<file path="config.mk">
export PLATFORM = sky130hd
export DESIGN_NAME = wb_rr_bus_b3
export DESIGN_NICKNAME = d
export VERILOG_FILES = /design/src/rtl/wb_rr_bus_b3.sv
export SDC_FILE = /design/constraint.sdc
export NUM_CORES = 1
export LEC_CHECK = 0
export ABC_AREA = 1
export ABC_CLOCK_PERIOD_IN_PS = 3030
export BUFFER_PORTS_ARGS = -buffer_cell sky130_fd_sc_hd__buf_2
export CORE_AREA = 2 2 277 279
export CTS_BUF_LIST = sky130_fd_sc_hd__clkbuf_2
export DETAILED_ROUTE_END_ITERATION = 8
export DIE_AREA = 0 0 279 281
export GPL_TIMING_DRIVEN = 0
export PLACE_DENSITY = 0.33
export SYNTH_ARGS = -nofsm -noshare
export SYNTH_HDL_FRONTEND = slang
export SYNTH_SLANG_ARGS = --single-unit
export TNS_END_PERCENT = 10
</file>
<file path="constraint.sdc">
create_clock -name wb_clk_i -period 3.03 [get_ports wb_clk_i]
set_input_delay 0 -clock wb_clk_i [delete_from_list [all_inputs] [get_ports wb_clk_i]]
set_output_delay 0 -clock wb_clk_i [all_outputs]
set_load 0.005 [all_outputs]
</file>
<file path="src/rtl/wb_rr_bus_b3.sv">
// wb_rr_bus_b3: shared Wishbone B3 interconnect. NUM_MASTERS masters are
// arbitrated round-robin onto NUM_SLAVES address-decoded slaves. The grant is
// held for as long as the granted master keeps cyc high. A write-snoop strobe
// is broadcast for cache invalidation.
// Optional feature: define WB_BUS_TIMEOUT_EN to error out stalled accesses
// after TIMEOUT_CYCLES.
module wb_rr_bus_b3 #(
  parameter int unsigned               NUM_MASTERS    = 4,
  parameter int unsigned               NUM_SLAVES     = 2,
  parameter int unsigned               DW             = 32,
  parameter logic [NUM_SLAVES*32-1:0]  S_BASE         = {32'hff800000, 32'h00000000},
  parameter logic [NUM_SLAVES*32-1:0]  S_MASK         = {32'hfffffff8, 32'hff800000},
  parameter int unsigned               TIMEOUT_CYCLES = 255
) (
  input  logic                          wb_clk_i,
  input  logic                          wb_rst_ni,
  input  logic [NUM_MASTERS*32-1:0]     m_adr_i,
  input  logic [NUM_MASTERS*DW-1:0]     m_dat_i,
  input  logic [NUM_MASTERS*DW/8-1:0]   m_sel_i,
  input  logic [NUM_MASTERS-1:0]        m_we_i,
  input  logic [NUM_MASTERS-1:0]        m_cyc_i,
  input  logic [NUM_MASTERS-1:0]        m_stb_i,
  input  logic [NUM_MASTERS*3-1:0]      m_cti_i,
  input  logic [NUM_MASTERS*2-1:0]      m_bte_i,
  output logic [NUM_MASTERS*DW-1:0]     m_dat_o,
  output logic [NUM_MASTERS-1:0]        m_ack_o,
  output logic [NUM_MASTERS-1:0]        m_err_o,
  output logic [NUM_MASTERS-1:0]        m_rty_o,
  output logic [NUM_SLAVES*32-1:0]      s_adr_o,
  output logic [NUM_SLAVES*DW-1:0]      s_dat_o,
  output logic [NUM_SLAVES*DW/8-1:0]    s_sel_o,
  output logic [NUM_SLAVES-1:0]         s_we_o,
  output logic [NUM_SLAVES-1:0]         s_cyc_o,
  output logic [NUM_SLAVES-1:0]         s_stb_o,
  output logic [NUM_SLAVES*3-1:0]       s_cti_o,
  output logic [NUM_SLAVES*2-1:0]       s_bte_o,
  input  logic [NUM_SLAVES*DW-1:0]      s_dat_i,
  input  logic [NUM_SLAVES-1:0]         s_ack_i,
  input  logic [NUM_SLAVES-1:0]         s_err_i,
  input  logic [NUM_SLAVES-1:0]         s_rty_i,
  input  logic                          bus_hold,
  output logic                          bus_hold_ack,
  output logic [31:0]                   snoop_adr_o,
  output logic                          snoop_en_o
);

  localparam int unsigned GW = (NUM_MASTERS > 1) ? $clog2(NUM_MASTERS) : 1;
  localparam int unsigned SW = (NUM_SLAVES > 1) ? $clog2(NUM_SLAVES) : 1;

  typedef enum logic {IDLE, GRANT} state_e;

  state_e          state_q, state_d;
  logic [GW-1:0]   grant_q, grant_d;
  logic [GW-1:0]   last_q, last_d;
  logic            grant_valid_q, grant_valid_d;
  logic            hold_ack_q, hold_ack_d;
  logic [31:0]     snoop_adr_q, snoop_adr_d;
  logic            snoop_en_q, snoop_en_d;

  logic [31:0]     g_adr;
  logic [DW-1:0]   g_dat;
  logic [DW/8-1:0] g_sel;
  logic [2:0]      g_cti;
  logic [1:0]      g_bte;
  logic            g_we, g_cyc, g_stb;
  logic            hit;
  logic [SW-1:0]   sidx;
  logic [DW-1:0]   sl_dat;
  logic            sl_ack, sl_err, sl_rty;
  logic            win_found;
  logic [GW-1:0]   win;
  logic            tmo_fire;

  // Select the granted master's request fields
  always_comb begin
    g_adr = m_adr_i[grant_q*32 +: 32];
    g_dat = m_dat_i[grant_q*DW +: DW];
    g_sel = m_sel_i[grant_q*(DW/8) +: DW/8];
    g_cti = m_cti_i[grant_q*3 +: 3];
    g_bte = m_bte_i[grant_q*2 +: 2];
    g_we  = m_we_i[grant_q];
    g_cyc = grant_valid_q & m_cyc_i[grant_q];
    g_stb = g_cyc & m_stb_i[grant_q];
  end

  // Address decode: lowest-numbered matching slave wins
  always_comb begin
    hit  = 1'b0;
    sidx = '0;
    for (int unsigned i = 0; i < NUM_SLAVES; i++) begin
      if (!hit && ((g_adr & S_MASK[i*32 +: 32]) == S_BASE[i*32 +: 32])) begin
        hit  = 1'b1;
        sidx = SW'(i);
      end
    end
    sl_dat = s_dat_i[sidx*DW +: DW];
    sl_ack = s_ack_i[sidx];
    sl_err = s_err_i[sidx];
    sl_rty = s_rty_i[sidx];
  end

  // Round-robin pick: first requester after the last winner, with wrap
  always_comb begin
    int unsigned idx;
    idx       = 0;
    win_found = 1'b0;
    win       = last_q;
    for (int unsigned i = 1; i <= NUM_MASTERS; i++) begin
      idx = (32'(last_q) + i) % NUM_MASTERS;
      if (!win_found && m_cyc_i[idx]) begin
        win_found = 1'b1;
        win       = GW'(idx);
      end
    end
  end

`ifdef WB_BUS_TIMEOUT_EN
  localparam int unsigned TW_RAW = $clog2(TIMEOUT_CYCLES + 1);
  localparam int unsigned TW = (TW_RAW < 8) ? 8 : ((TW_RAW > 16) ? 16 : TW_RAW);

  logic [TW-1:0] tmo_q, tmo_d;
  logic          stall;

  // Stall counter: the TIMEOUT_CYCLES-th consecutive unanswered strobe fires the error
  always_comb begin
    stall    = g_stb & hit & ~(sl_ack | sl_err | sl_rty);
    tmo_fire = stall & (tmo_q == TW'(TIMEOUT_CYCLES - 1));
    tmo_d    = tmo_q;
    if (!grant_valid_q || !stall || tmo_fire) tmo_d = '0;
    else                                       tmo_d = tmo_q + TW'(1);
  end

  // Stall counter register
  always_ff @(posedge wb_clk_i or negedge wb_rst_ni) begin
    if (!wb_rst_ni) tmo_q <= '0;
    else            tmo_q <= tmo_d;
  end
`else
  assign tmo_fire = 1'b0;
`endif

  // Slave request fan-out and response return to the granted master
  always_comb begin
    s_adr_o = {NUM_SLAVES{g_adr}};
    s_dat_o = {NUM_SLAVES{g_dat}};
    s_sel_o = {NUM_SLAVES{g_sel}};
    s_we_o  = {NUM_SLAVES{g_we}};
    s_cti_o = {NUM_SLAVES{g_cti}};
    s_bte_o = {NUM_SLAVES{g_bte}};
    s_cyc_o = '0;
    s_stb_o = '0;
    m_dat_o = '0;
    m_ack_o = '0;
    m_err_o = '0;
    m_rty_o = '0;
    if (g_cyc) begin
      if (hit) begin
        s_cyc_o[sidx]                = 1'b1;
        s_stb_o[sidx]                = g_stb & ~tmo_fire;
        m_dat_o[grant_q*DW +: DW]    = sl_dat;
        m_ack_o[grant_q]             = sl_ack;
        m_err_o[grant_q]             = sl_err | tmo_fire;
        m_rty_o[grant_q]             = sl_rty;
      end else begin
        m_err_o[grant_q]             = g_stb;
      end
    end
  end

  // Arbitration FSM next state, hold handshake and snoop capture
  always_comb begin
    state_d     = state_q;
    grant_d     = grant_q;
    last_d      = last_q;
    hold_ack_d  = 1'b0;
    snoop_en_d  = g_stb & g_we & hit & sl_ack;
    snoop_adr_d = snoop_en_d ? g_adr : snoop_adr_q;
    case (state_q)
      IDLE: begin
        hold_ack_d = bus_hold;
        if (!bus_hold && win_found) begin
          state_d = GRANT;
          grant_d = win;
          last_d  = win;
        end
      end
      GRANT: if (!g_cyc) state_d = IDLE;
      default: state_d = IDLE;
    endcase
    grant_valid_d = (state_d == GRANT);
  end

  // State registers
  always_ff @(posedge wb_clk_i or negedge wb_rst_ni) begin
    if (!wb_rst_ni) begin
      state_q       <= IDLE;
      grant_q       <= '0;
      last_q        <= GW'(NUM_MASTERS - 1);
      grant_valid_q <= 1'b0;
      hold_ack_q    <= 1'b0;
      snoop_adr_q   <= '0;
      snoop_en_q    <= 1'b0;
    end else begin
      state_q       <= state_d;
      grant_q       <= grant_d;
      last_q        <= last_d;
      grant_valid_q <= grant_valid_d;
      hold_ack_q    <= hold_ack_d;
      snoop_adr_q   <= snoop_adr_d;
      snoop_en_q    <= snoop_en_d;
    end
  end

  assign bus_hold_ack = hold_ack_q;
  assign snoop_adr_o  = snoop_adr_q;
  assign snoop_en_o   = snoop_en_q;

endmodule
</file>
# Word level (Yosys, flattened, before mapping)
# Index checks and enable logic that the tools add are counted.
# totals
register_bits	39
latch_bits	0
mem_bits_rw	0
rom_bits	0
inputBits	377
out_inout_bits	326
wordCells	106
memories	0
# op_classes
n_addsub	5
mul	1
div_mod_pow	0
magnitude_cmp	8
n_eq_ne	1
n_shift	8
mux	51
n_bitwise	12
n_reduce_logical	14
# ops
op	n
128-bit 2-to-1 mux	2
128-bit by 8-bit variable part select with 32-bit output	2
128-bit AND	1
32-bit by 34-bit variable shift with 128-bit output, first input constant	1
32-bit by 34-bit variable part select with 128-bit output	1
64-bit by 7-bit variable part select with 32-bit output	1
7-bit negation with 34-bit output	1
32-bit logical NOT	1
29-bit == test, second input constant	1
1-bit 2-to-1 mux	25
4-bit 2-to-1 mux	6
4-bit AND	4
2-bit 2-to-1 mux	8
16-bit by 5-bit variable part select with 4-bit output	1
2-bit by 3-bit less-than comparator with 1-bit output, second input constant	5
1-bit binary-select mux with 2-bit select	7
12-bit by 5-bit variable part select with 3-bit output	1
8-bit by 4-bit variable part select with 2-bit output	1
1-bit logical AND	7
1-bit AND	5
1-bit logical NOT	5
2-bit by 1-bit adder with 2-bit output, second input constant	2
2-bit adder, second input constant	2
2-bit by 2-bit multiplier with 4-bit output, second input constant	1
other kinds (9)	9

# Longest topological paths before layout
# depth
ltp_word	16
mapped_depth	17
depth_no_buf	15

# Least setup slack after synthesis
# OpenSTA, ideal clock, no wires.
# synth_path
path_type	register to output
from	reg grant_q[0]
to	out m_dat_o[10]
t_arrival_ps	2501
t_required_ps	3030
path_slack_ps	529
stages_incl_launch_ff	11
n_path_buf	5
path_cell_list	dfrtp_1 -> inv_2 -> buf_2 -> clkbuf_1 -> clkbuf_1 -> buf_1 -> ha_1 -> nor2_1 -> nand2_1 -> clkbuf_1 -> nor3b_1
# synth_via
elab_chain_len	11
word_cells_on_any_way	18
cone_classes	add/sub: 1; eq/ne: 1; shift: 4; mux: 7; bitwise: 2; reduce/logical: 3
# synth_lines
item	line	rtl
start: declaration	53	logic [GW-1:0] grant_q, grant_d;
start signal: assignment	205	grant_q <= grant_d;
128-bit by 8-bit variable part select with 32-bit output	76	g_adr = m_adr_i[grant_q*32 +: 32];
32-bit logical NOT	91	if (!hit && ((g_adr & S_MASK[i*32 +: 32]) == S_BASE[i*32 +: 32])) begin
1-bit 2-to-1 mux	91	
1-bit logical NOT	91	
1-bit logical AND	91	
1-bit 2-to-1 mux	91	
64-bit by 7-bit variable part select with 32-bit output	96	sl_dat = s_dat_i[sidx*DW +: DW];
32-bit by 34-bit variable part select with 128-bit output	160	m_dat_o[grant_q*DW +: DW] = sl_dat;
128-bit AND (no source line)	n/a	
128-bit 2-to-1 mux	157	if (hit) begin
128-bit 2-to-1 mux (*)	156	if (g_cyc) begin
end: declaration	25	output logic [NUM_MASTERS*DW-1:0] m_dat_o,
# Every way passes the cells marked *; elsewhere a longest branch is shown, timed or not. The select of a mux whose other input is x is not followed.

# Worst setup path in the final report
# layout_path
from	reg grant_q[0]
to	out s_adr_o[47]
# layout_via
elab_chain_len	1
# layout_lines
item	line	rtl
128-bit by 8-bit variable part select with 32-bit output	76	
end: declaration	29	output logic [NUM_SLAVES*32-1:0] s_adr_o,
# No other way between the ends.

==> results.cfg <==
[logic_synthesis]
synth_area_leaders = nand2_1 (21%), dfrtp_1 (14%), nor2_1 (13%)
synth_top_family_by_area = simple AND/OR/NAND/NOR gates
synth_largest_area_cell = nand2_1
syn_nets = 1608
synth_warnings = 0
yosys.area_share.simple_pct = 51.29
yosysTopAreaCellShare_pct = 20.88
synth_mux_area_share_pct = 0
syn_area_um2 = 6506
synth_fa_ha_area_share_pct = 0.9615
synthXorXnorAreaFrac_pct = 0.2692
synth_compound_area_share_pct = 13.56
ys_seq_area_share_pct = 15.04
syn_inst = 1226
syn_avg_cell_area_um2 = 5.307
synth_cell_types = 30
synth-seq-cells = 39

[worst_setup_path]
cp_max_fo = 10
r2r_start = grant_q[0]
reg2reg_depth = 15
worstPathArrival_ps = 3020
reg2reg_to = snoop_adr_o[17]
worstPathRequired_ps = 3030
worst_setup_path_end_kind = output port
rrSetupSlack_ps = 290
startpoint_type = flop
worstSetupPathType = flop to output port

[global_routing]
grt_max_degree = 40
grt_first_pass_wirelength_um = 82460
antenna_found_initial = 12
grt.overflow.total = 0
track_usage_pct = 14.60
grt_pass1_vias = 11590

[floorplanning]
die_height_um = 281
num_rows = 101
io_pins = 703
initial_core_util_pct = 8.624
fp.dieW_um = 279
fp.dieArea_um2 = 78400
coreArea_um2 = 75440

[cts]
clock_latency_ps = 460
cts_tree = done
cts-buffers-inserted = 5
cts.htree.levels = 2
clk_root_buffer_cell = clkbuf_2
path_clk_slew_ps = 260
clkSinkCount = 39
cts_buffer_depth = 2

[timing]
min_period_ps = 3018
post-route-period-util_pct = 99.61
slew_viol_final = 0
hold_viol_final = 0
finalHoldWorstSlack_ps = 69.08
max_freq_mhz = 331.3
setup_viol = 0
rsz0062_at_grt = yes
fin_ws_ps = 11.93
tns_ps = 0
clock_skew_ps = 7.104
slew_headroom_pct = 27.70
tightest_slew_ps = 1085

[detailed_routing]
totalWireLength_um = 61270
vias = 11460
firstDrtPassIters = 5
viasPerCell = 3.805
wl_per_cell_um = 20.35
drtAntennaViolNets = 0
drc = 0
drt-initial-drc-count = 596

[place]
dp.cells = 2906
io_buffer_count = 702
dp_hpwl_um = 51400
globalplace.congestion = 0.9061
placed_area_um2 = 11240
pre_cts_ws_ps = -1640

[outcome]
outcome = finished, final reports clean

[layout]
final_area_um2 = 14570
finalNonFillerCells = 3011
utilization_pct = 19.31
drive_gt1_share_pct = 61.75
layout_common_cells = buf_2 (709), nand2_1 (252), nor2_1 (175)
nNetsFinal = 2407
layout_commonest_cell = buf_2
synthToLayoutAreaGrowth_pct = 123.9

[power_and_ir_drop]
finalPower_mw = 11.52
power.leakage_nw = 7.616
vdd_drop_max_v = 0.0004106
p_per_area_nw_per_um2 = 791.0

[worst_hold_path]
hold_class = primary input to flop
hold_path.startpoint = m_cyc_i[3]
min_delay_path_depth = 5
min_to = grant_valid_q

[job]
drv_cap = 0
## what timing repair did
item | CTS | global route
hold endpoints to repair | 45 | 0
gates resized for setup | 405 | 187
pin swaps | 53 | 80
hold buffers | 10 | 0
gates cloned | 11 | 5
setup buffers | 55 | 12
endpoints found under the setup margin | 268 | 185
## routing by layer
metal | GRT usage (%) | up-vias | share of wire, %
li1 | - | 5507 | -
met1 | 17.81 | 5404 | 42
met2 | 26.74 | 468 | 51
met3 | 2.236 | 75 | 5.0
met4 | 3.322 | 4 | 2.4
met5 | 0 | - | 0.034
## synthesized netlist by cell type, drive strengths merged
| library cell | n |
|---|---|
| dfrtp | 37 |
| buf | 123 |
| o22ai | 46 |
| nand4 | 2 |
| inv | 60 |
| xor2 | 1 |
| clkbuf | 45 |
| nand3b | 3 |
| ha | 5 |
| clkinv | 1 |
| o21bai | 1 |
| o21ai | 109 |
| nor3b | 32 |
| nor2 | 229 |
| dfstp | 2 |
| xnor2 | 1 |
| nor3 | 3 |
| nand2 | 368 |
| nand3 | 152 |
| a21oi | 6 |
## layout make-up
type	instances	area [µm²]
flip-flops and latches	39	980.9
clock inverters	3	43.79
diodes	7	17.52
fillers	8802	60870
inverters	61	245.2
plain buffers	167	1534
repair buffers	791	4548
well taps	978	1224
multi-input cells	960	5952
clock buffers	5	25.02
## kinds of logic after synthesis
| group | Yosys count |
|---|---|
| AOI/OAI and AO/OA | 162 |
| xor gates and xnor gates | 2 |
| adders and majority gates | 5 |
| buffers and inverters | 229 |
| DFF | 39 |
| and+or+nand+nor | 789 |
## flip-flops by register name, indices dropped and copies added (netlist names)
| register | flops |
|---|---|
| snoop_adr_o | 32 |
| grant_valid_q | 1 |
| last_q | 2 |
| grant_q | 2 |
| bus_hold_ack | 1 |
| snoop_en_o | 1 |
## worst max-delay path, stage by stage (launching register included)
cell,delay [ps]
dfrtp_2,530
inv_6,130
buf_6,170
nand2_1,80
nand3_2,90
nand2_2,70
buf_4,130
buf_4,120
buf_4,120
buf_4,120
buf_4,120
buf_4,120
buf_4,110
buf_4,120
buf_4,120
buf_4,120
inv_2,70
buf_4,100
buf_2,90
## worst max-delay path by stage
stage,depth (start not counted),start,endpoint
2_1_floorplan,10,grant_q[0],m_dat_o[10]
3_3_place_gp,10,grant_q[0],m_dat_o[1]
3_5_place_dp,11,grant_q[0],m_dat_o[12]
4_1_cts,19,grant_q[0],m_dat_o[98]
5_1_grt,19,grant_q[0],m_dat_o[100]
6_report,18,grant_q[0],s_adr_o[47]
## report_power, final
| group | total [mW] | switching, mW | internal, mW |
|---|---|---|---|
| combinational | 10.5 | 6.11 | 4.40 |
| clock | 0.370 | 0.231 | 0.140 |
| sequential | 0.648 | 0.0672 | 0.581 |
(Power assumes the default switching activity.)
